### src/rtl/rns_reg_file_sb.sv
// rns_reg_file_sb: two-bank register file (integer + RNS) with a sequenced
// post-reset clear, optional write-to-read forwarding and a per-register
// pending scoreboard used by decode to track in-flight destinations.
module rns_reg_file_sb #(
  parameter int NUM_DOMAINS = 2,
  parameter int DATA_W      = 8,
  parameter int REG_COUNT   = 8,
  parameter int BYPASS      = 1,
  localparam int ADDR_W     = $clog2(REG_COUNT),
  localparam int TOT_W      = NUM_DOMAINS * DATA_W,
  localparam int CNT_W      = $clog2(2 * REG_COUNT + 1)
) (
  input  logic              clk,
  input  logic              reset,
  input  logic              wr_en,
  input  logic [ADDR_W:0]   wr_addr,
  input  logic [TOT_W-1:0]  wr_data,
  input  logic [ADDR_W:0]   rd_addr1,
  input  logic [ADDR_W:0]   rd_addr2,
  input  logic [ADDR_W-1:0] rd_addr3,
  input  logic              rsv_en,
  input  logic [ADDR_W:0]   rsv_addr,
  output logic [TOT_W-1:0]  rd_data1,
  output logic [TOT_W-1:0]  rd_data2,
  output logic [DATA_W-1:0] rd_data3,
  output logic              rd_pend1,
  output logic              rd_pend2,
  output logic [CNT_W-1:0]  pend_count,
  output logic              ready
);

  typedef enum logic [0:0] {ST_CLEAR = 1'b0, ST_READY = 1'b1} state_t;

  localparam logic [ADDR_W-1:0] LAST_IDX = ADDR_W'(REG_COUNT - 1);

  state_t                  state_r;
  logic [ADDR_W-1:0]       clr_idx_r;
  logic                    ready_r;
  logic [2*REG_COUNT-1:0]  pend_r;
  logic [2*REG_COUNT-1:0]  pend_next_s;
  logic [CNT_W-1:0]        pend_count_r;
  logic [CNT_W-1:0]        pend_count_next_s;
  logic                    inc_s;
  logic                    dec_s;
  logic                    wr_act_s;
  logic                    rsv_act_s;
  logic [DATA_W-1:0]       int_mem_r [REG_COUNT];
  logic [TOT_W-1:0]        rns_mem_r [REG_COUNT];
  logic [TOT_W-1:0]        rd1_s;
  logic [TOT_W-1:0]        rd2_s;
  logic [DATA_W-1:0]       rd3_s;
  logic                    pend1_s;
  logic                    pend2_s;

  // Integer entries are presented zero-extended on the wide read ports.
  function automatic logic [TOT_W-1:0] zext(input logic [DATA_W-1:0] v);
    logic [TOT_W-1:0] r;
    r = '0;
    r[DATA_W-1:0] = v;
    return r;
  endfunction

  // Writes and reserves only take effect once the clear sequence is done.
  assign wr_act_s  = wr_en & ready_r;
  assign rsv_act_s = rsv_en & ready_r;

  // Clear/ready sequencer: walk every index once after reset, then stay ready.
  always_ff @(posedge clk) begin
    if (reset) begin
      state_r   <= ST_CLEAR;
      clr_idx_r <= '0;
      ready_r   <= 1'b0;
    end else begin
      case (state_r)
        ST_CLEAR: begin
          clr_idx_r <= clr_idx_r + ADDR_W'(1);
          if (clr_idx_r == LAST_IDX) begin
            state_r <= ST_READY;
            ready_r <= 1'b1;
          end
        end
        ST_READY: begin
          ready_r <= 1'b1;
        end
        default: begin
          state_r   <= ST_CLEAR;
          clr_idx_r <= '0;
          ready_r   <= 1'b0;
        end
      endcase
    end
  end

  // Storage update: zero one entry per bank while clearing, else accept writes.
  always_ff @(posedge clk) begin
    if (!reset) begin
      if (state_r == ST_CLEAR) begin
        int_mem_r[clr_idx_r] <= '0;
        rns_mem_r[clr_idx_r] <= '0;
      end else if (wr_act_s) begin
        if (wr_addr[ADDR_W]) begin
          rns_mem_r[wr_addr[ADDR_W-1:0]] <= wr_data;
        end else begin
          int_mem_r[wr_addr[ADDR_W-1:0]] <= wr_data[DATA_W-1:0];
        end
      end
    end
  end

  // Scoreboard next state: a same-address reserve beats the clearing write.
  always_comb begin
    pend_next_s = pend_r;
    inc_s       = 1'b0;
    dec_s       = 1'b0;
    if (wr_act_s) begin
      pend_next_s[wr_addr] = 1'b0;
      dec_s = pend_r[wr_addr] & ~(rsv_act_s & (rsv_addr == wr_addr));
    end else begin
      dec_s = 1'b0;
    end
    if (rsv_act_s) begin
      pend_next_s[rsv_addr] = 1'b1;
      inc_s = ~pend_r[rsv_addr];
    end else begin
      inc_s = 1'b0;
    end
    pend_count_next_s = pend_count_r + CNT_W'(inc_s) - CNT_W'(dec_s);
  end

  // Scoreboard registers: bits and population count move on the same edge.
  always_ff @(posedge clk) begin
    if (reset) begin
      pend_r       <= '0;
      pend_count_r <= '0;
    end else begin
      pend_r       <= pend_next_s;
      pend_count_r <= pend_count_next_s;
    end
  end

  // Read ports: stored value, optionally overridden by a same-cycle write.
  always_comb begin
    rd1_s   = '0;
    rd2_s   = '0;
    rd3_s   = '0;
    pend1_s = 1'b0;
    pend2_s = 1'b0;
    if (ready_r) begin
      rd1_s   = rd_addr1[ADDR_W] ? rns_mem_r[rd_addr1[ADDR_W-1:0]]
                                 : zext(int_mem_r[rd_addr1[ADDR_W-1:0]]);
      rd2_s   = rd_addr2[ADDR_W] ? rns_mem_r[rd_addr2[ADDR_W-1:0]]
                                 : zext(int_mem_r[rd_addr2[ADDR_W-1:0]]);
      rd3_s   = int_mem_r[rd_addr3];
      pend1_s = pend_r[rd_addr1];
      pend2_s = pend_r[rd_addr2];
      if ((BYPASS != 0) && wr_en && (wr_addr == rd_addr1)) begin
        rd1_s   = wr_addr[ADDR_W] ? wr_data : zext(wr_data[DATA_W-1:0]);
        pend1_s = rsv_en & (rsv_addr == wr_addr);
      end else begin
        pend1_s = pend_r[rd_addr1];
      end
      if ((BYPASS != 0) && wr_en && (wr_addr == rd_addr2)) begin
        rd2_s   = wr_addr[ADDR_W] ? wr_data : zext(wr_data[DATA_W-1:0]);
        pend2_s = rsv_en & (rsv_addr == wr_addr);
      end else begin
        pend2_s = pend_r[rd_addr2];
      end
      if ((BYPASS != 0) && wr_en && (wr_addr == {1'b0, rd_addr3})) begin
        rd3_s = wr_data[DATA_W-1:0];
      end else begin
        rd3_s = int_mem_r[rd_addr3];
      end
    end else begin
      rd1_s = '0;
    end
  end

  assign rd_data1   = rd1_s;
  assign rd_data2   = rd2_s;
  assign rd_data3   = rd3_s;
  assign rd_pend1   = pend1_s;
  assign rd_pend2   = pend2_s;
  assign pend_count = pend_count_r;
  assign ready      = ready_r;

endmodule

### config.mk
export PLATFORM = sky130hd
export DESIGN_NAME = rns_reg_file_sb
export DESIGN_NICKNAME = d
export VERILOG_FILES = /design/src/rtl/rns_reg_file_sb.sv
export SDC_FILE = /design/constraint.sdc
export NUM_CORES = 1
export LEC_CHECK = 0
export CAP_MARGIN = 20
export CORE_AREA = 2 2 178 180
export CTS_CLUSTER_DIAMETER = 30
export CTS_CLUSTER_SIZE = 14
export DETAILED_ROUTE_END_ITERATION = 8
export DIE_AREA = 0 0 180 182
export PLACE_DENSITY = 0.6
export RECOVER_POWER = 25
export SLEW_MARGIN = 10
export SYNTH_ARGS = -nofsm -noshare
export SYNTH_HDL_FRONTEND = slang
export SYNTH_SLANG_ARGS = --single-unit
### constraint.sdc
create_clock -name clk -period 6.3 [get_ports clk]
set_input_delay 0.945 -clock clk [delete_from_list [all_inputs] [get_ports clk]]
set_output_delay 0.945 -clock clk [all_outputs]
set_load 0.01 [all_outputs]
==> reports/results.txt <==
Num CTS Buffers: 43
Core Box Area: 30990 um2
Post-Syn Nets: 825
CTS Root Cell: clkbuf_16
Fin Setup TNS: 0 ns
status: finished clean
nature of the critical path endpoint: primary output
DR iter-0 viols: 829
Min-Delay Path Class: reg -> reg
Yosys reg bits: 218
largest net degree at the start of global routing: 45
cts repair resizes: 0
Crit Path Category: in -> out
vias in the first global route: 8095
first-pass GRT wire length: 51200 um
Final Setup Violations: 0
IR drop worst, VDD: 167.5 uV
fraction of layout cells with a size suffix above 1: 0.2888
P_leak: 5.074 nW
TritonCTS clock tree: yes
initial core utilization: 0.3842
port bufs: 86
final worst path period need: 4.996 ns
worst slew pin tran: 1.305 ns
number of flops mapped to enable cells by yosys: 192
Mapped Cells: 778
Initial DRT Pass Iterations: 7
total power: 4.235 mW
synth top area cells: edfxtp_1 (48%), mux4_2 (24%), dfxtp_1 (4.4%), a22oi_1 (2.3%), a21oi_1 (1.6%)
slew margin rel.: 0.1301
synth unique cells: 42
Required @ worst endpoint: 5.35 ns
leading area contributor after synthesis: edfxtp_1
CTS Hold Buffers Added: 0
H-tree levels: 2
Syn Area/Cell: 15.30 um2
Clock Latency Late Sink: 0.55 ns
Placer Congestion: 0.8412
Die Ht: 182 um
CP Max Fanout: 16
WL final: 34490 um
diodes inserted: 0
fmax: 0.2002 GHz
routed len/inst: 26.21 um
clock slew at reported path FFs: 0.05 ns
Synth top area share: 0.4843
total clock sinks: 218
die area: 32760 um2
yosys warns: 0
GRT overflow: 0
clk buf depth: 3
HPWL Detailed: 21780 um
All-Layer GR Usage: 0.2123
area delta synth->final: 23.52%
Final Max Slew Viols: 0
dominant synthesized flop cell: edfxtp_1
Final Hold Viols: 0
Detail Route Antenna Nets: 0
async set or reset register ratio after synthesis: 0
row cnt: 65
unrepaired setup endpoints after global routing: false
Max Cap Violations: 0
Ports: 87
post-placement cell count: 1234
Layout Cells excl Fill: 1316
Post-Route Skew: 0.02594 ns
vias per cell: 6.067
Critical Path AT: 4.05 ns
drc violations: 0
Post-synth top cells: edfxtp_1 (192), mux4_2 (128), a21oi_1 (39), nor2_1 (39)
Die Wd: 180 um
sequential area share after synthesis: 0.5280
initial antenna violation count: 0
fin crit share: 0.7930
final net count: 927
PwrDens: 288.0 nW/um2
synthesized cell area: 11910 um2
number of setup buffers added after CTS: 0
Worst Setup Start Kind: input pin
routed vias: 7984
most common cell in the netlist: edfxtp_1
## final cells by class
class / count / area [um2]
Clock buffer: 46 / 1087
Clock inverter: 33 / 389.1
Fill cell: 2655 / 16280
Inverter: 8 / 30.03
Multi-Input combinational cell: 488 / 5309
Sequential cell: 218 / 6286
Tap cell: 402 / 503.0
Timing Repair Buffer: 121 / 1101
## power by group
group	internal (mW)	switching, mW
Sequential	1.59	0.0153
Combinational	0.147	0.190
Clock	1.51	0.784
## worst max-delay path, cell delays in order
cell and delay (ns):
dlygate4sd3_1 1.01, xnor2_1 0.19, and4_1 0.37, a21oi_2 0.69, a22o_1 0.28, clkdlybuf4s50_1 0.55
## worst paths after layout
kind,slack [ns],from,end,cells past startpoint
hold / removal,0.53,pend_r[11],pend_r[11],2
setup reg to reg,3.09,pend_r[13],pend_count[4],11
hold reg to reg,0.53,pend_r[11],pend_r[11],2
setup / recovery,1.30,wr_addr[1],rd_pend2,6
## flip-flops by register name (all words and copies together) (netlist names)
signal,flops
clr_idx_r,3
state_r,1
rns_mem_r,128
ready,1
int_mem_r,64
pend_count,5
pend_r,16
## placed cells by master (no fill, tap or decap), drive strengths merged, types with 20 or more instances in the layout
cell type,synthesis,routed
clkinv,0,24
a22oi,36,36
clkbuf,26,49
a21oi,41,41
nand3,20,20
clkdlybuf4s50,0,72
nor2,39,39
buf,38,36
mux4,130,130
dfxtp,26,26
edfxtp,192,192
and2,27,27
nand2,36,36
## per-layer routing
layer	track usage	vias to the layer above	wire, um
li1	-	3419	-
met1	0.2746	4084	13330
met4	0.09691	0	1285
met2	0.3507	397	16990
met3	0.03771	84	2877
met5	0	-	0
## stage by stage
| stage | hold WS, ns | util | instance area (um2) | setup WS (ns) |
|---|---|---|---|---|
| after floorplan | 0.4782 | - | 11910 | 2.541 |
| after global placement | 0.5139 | 0.4264 | 13210 | 1.354 |
| after detailed placement | 0.5230 | 0.4264 | 13210 | 1.328 |
| after CTS | 0.5354 | 0.4741 | 14690 | 1.310 |
| after global routing | 0.5609 | 0.4746 | 14710 | 1.167 |
| final | 0.5333 | 0.4746 | 14710 | 1.304 |
## kinds of logic after synthesis
kind of cell | after synthesis | synth area share
and+or+nand+nor | 159 | 0.06653
buffers and inverters | 72 | 0.02775
DFF | 218 | 0.5280
adders and majority gates | 8 | 0.009038
muxes | 164 | 0.2770
AOI/OAI and AO/OA | 137 | 0.07693
xor gates and xnor gates | 20 | 0.01471
No activity file was read; power rests on OpenSTA's default activity.
==> RTL edit (same settings) <==
Set the parameter `DATA_W` to 10 (it was 8).
--- a/src/rtl/rns_reg_file_sb.sv
+++ b/src/rtl/rns_reg_file_sb.sv
@@ -5,3 +5,3 @@
   parameter int NUM_DOMAINS = 2,
-  parameter int DATA_W      = 8,
+  parameter int DATA_W      = 10,
   parameter int REG_COUNT   = 8,
Interface: changed (resized rd_data1, rd_data2, rd_data3 and wr_data); port bits go from 87 to 101. The function was not compared with the original's and may differ.
==> RTL edit against the unedited design <==
- the flow now finishes with violations (max-capacitance violations, max-slew violations)
- first-iteration DRC count up 18%
- maximum frequency down 8.6%
- setup slack worse by 470 ps
- critical path depth up 1
- sequential cell count up 48
- wire length up 21%
- total power up 25%
- cell area up 20%
- synthesized area up 21%
- sequential share of layout area up 0.90 points
- critical path type is now in -> reg
- largest power group unchanged
- highest routed layer unchanged
==> RTL edit: results (changes against the unedited design) <==
global_routing:
  grtUsageMet2_pct: 44.31  # +9.2 points
  grt_pass1_vias: 9703  # +20%
  met3_usage_pct: 4.372  # +0.60 points
  grt.total_usage_pct: 25.83  # +4.6 points
  grt.met1_usage_pct: 34.01  # +6.5 points
  grt_first_pass_wirelength_microns: 62640  # +22%
  grt_start_max_net_pins: 48  # +6.7%
routing:
  met3_length_microns: 3201  # +11%
  detailed_routing_iteration_count_for_the_pre_antenna_repair_pass: 6  # -1
  drt-met1-wl_microns: 16600  # +24%
  drt_iter0_drc: 982  # +18%
  wirelength_microns: 41770  # +21%
  met2RoutedLength_microns: 20940  # +23%
  detail_route.wl_per_cell_microns: 28.30  # +8.0%
placed_design:
  buffer_ports.inserted: 100  # +16%
  place.detailed.instances: 1374  # +11%
  finalWeightedCongestion: 0.8254  # -1.9%
finish:
  fill_cells: 2417  # -9.0%
  nNetsFinal: 1080  # +17%
  final_layout_size_suffix_gt1_share_pct: 29.98  # +1.1 points
synth:
  xor_xnor_share_of_the_synthesized_area_pct: 1.219  # -0.25 points
  synth_enable_flop_cells: 240  # +25%
  ys_types: 39  # -7.1%
  synth_top_cells_by_area: "edfxtp_1 50%, mux4_2 24%, dfxtp_1 3.6%"
timing:
  slew_headroom_pct: -1.640  # -15 points
  clock-skew-final_ps: 7.766  # -18.18 ps
  final_max_slew_viol_count: 27  # +27
run_status:
  violations: "max-capacitance violations, max-slew violations"
  run_status: "finished, violations left"
power:
  p_switching_mw: 1.203  # +22%
critical_path:
  crit_path_max_fanout: 26  # +10
  critPathSlowestCell: "clkbuf_1"
  critPathMaxStageDelay_ps: 1110  # +100 ps
flow_run:
  timing.max_cap.violations: 1  # +1
==> RTL edit: power by group through the flow <==
stage | Clock (mW) | Sequential, mW | Combinational, mW
2_1_floorplan | 0 | 1.99 | 0.260
3_3_place_gp | 0 | 1.99 | 0.402
3_5_place_dp | 0 | 2.00 | 0.402
4_1_cts | 2.96 | 1.96 | 0.403
5_1_grt | 3.06 | 1.97 | 0.424
6_report | 2.93 | 1.96 | 0.401
==> RTL edit: path summary, 6_finish.rpt <==
| check | startpoint | end | cells past startpoint |
|---|---|---|---|
| min | pend_r[12] | pend_r[12] | 2 |
| min reg2reg | pend_r[12] | pend_r[12] | 2 |
| max | wr_addr[3] | rns_mem_r[3][4] | 7 |
| max reg2reg | state_r | rns_mem_r[3][4] | 6 |
==> RTL edit: cells by family (layout without fill, tap and decap cells) <==
group | Yosys count | in the layout
and+or+nand+nor | 175 | 175
muxes | 198 | 198
xor gates and xnor gates | 20 | 20
DFF | 266 | 266
AOI/OAI and AO/OA | 159 | 159
adders and majority gates | 8 | 8
buffers and inverters | 88 | 248
==> RTL edit: per-stage QoR <==
| stage | area (sq um) | worst slack [ps] | hold slack [ps] |
|---|---|---|---|
| 4_1_cts | 17710 | 1333 | 529.4 |
| 2_1_floorplan | 14370 | 2536 | 478.2 |
| 6_report | 17710 | 836.6 | 531.3 |
| 5_1_grt | 17710 | 696.7 | 564.4 |
| 3_3_place_gp | 15800 | 1387 | 514.7 |
| 3_5_place_dp | 15800 | 1342 | 520.3 |
==> RTL edit: layout make-up <==
type / instances / share of cell area, %
clock buffer: 62 / 8.162
clock inverter: 40 / 2.622
inverter: 8 / 0.1696
multi-input combinational: 560 / 35.31
sequential: 266 / 43.64
tap: 402 / 2.841
timing repair buffer: 138 / 7.250
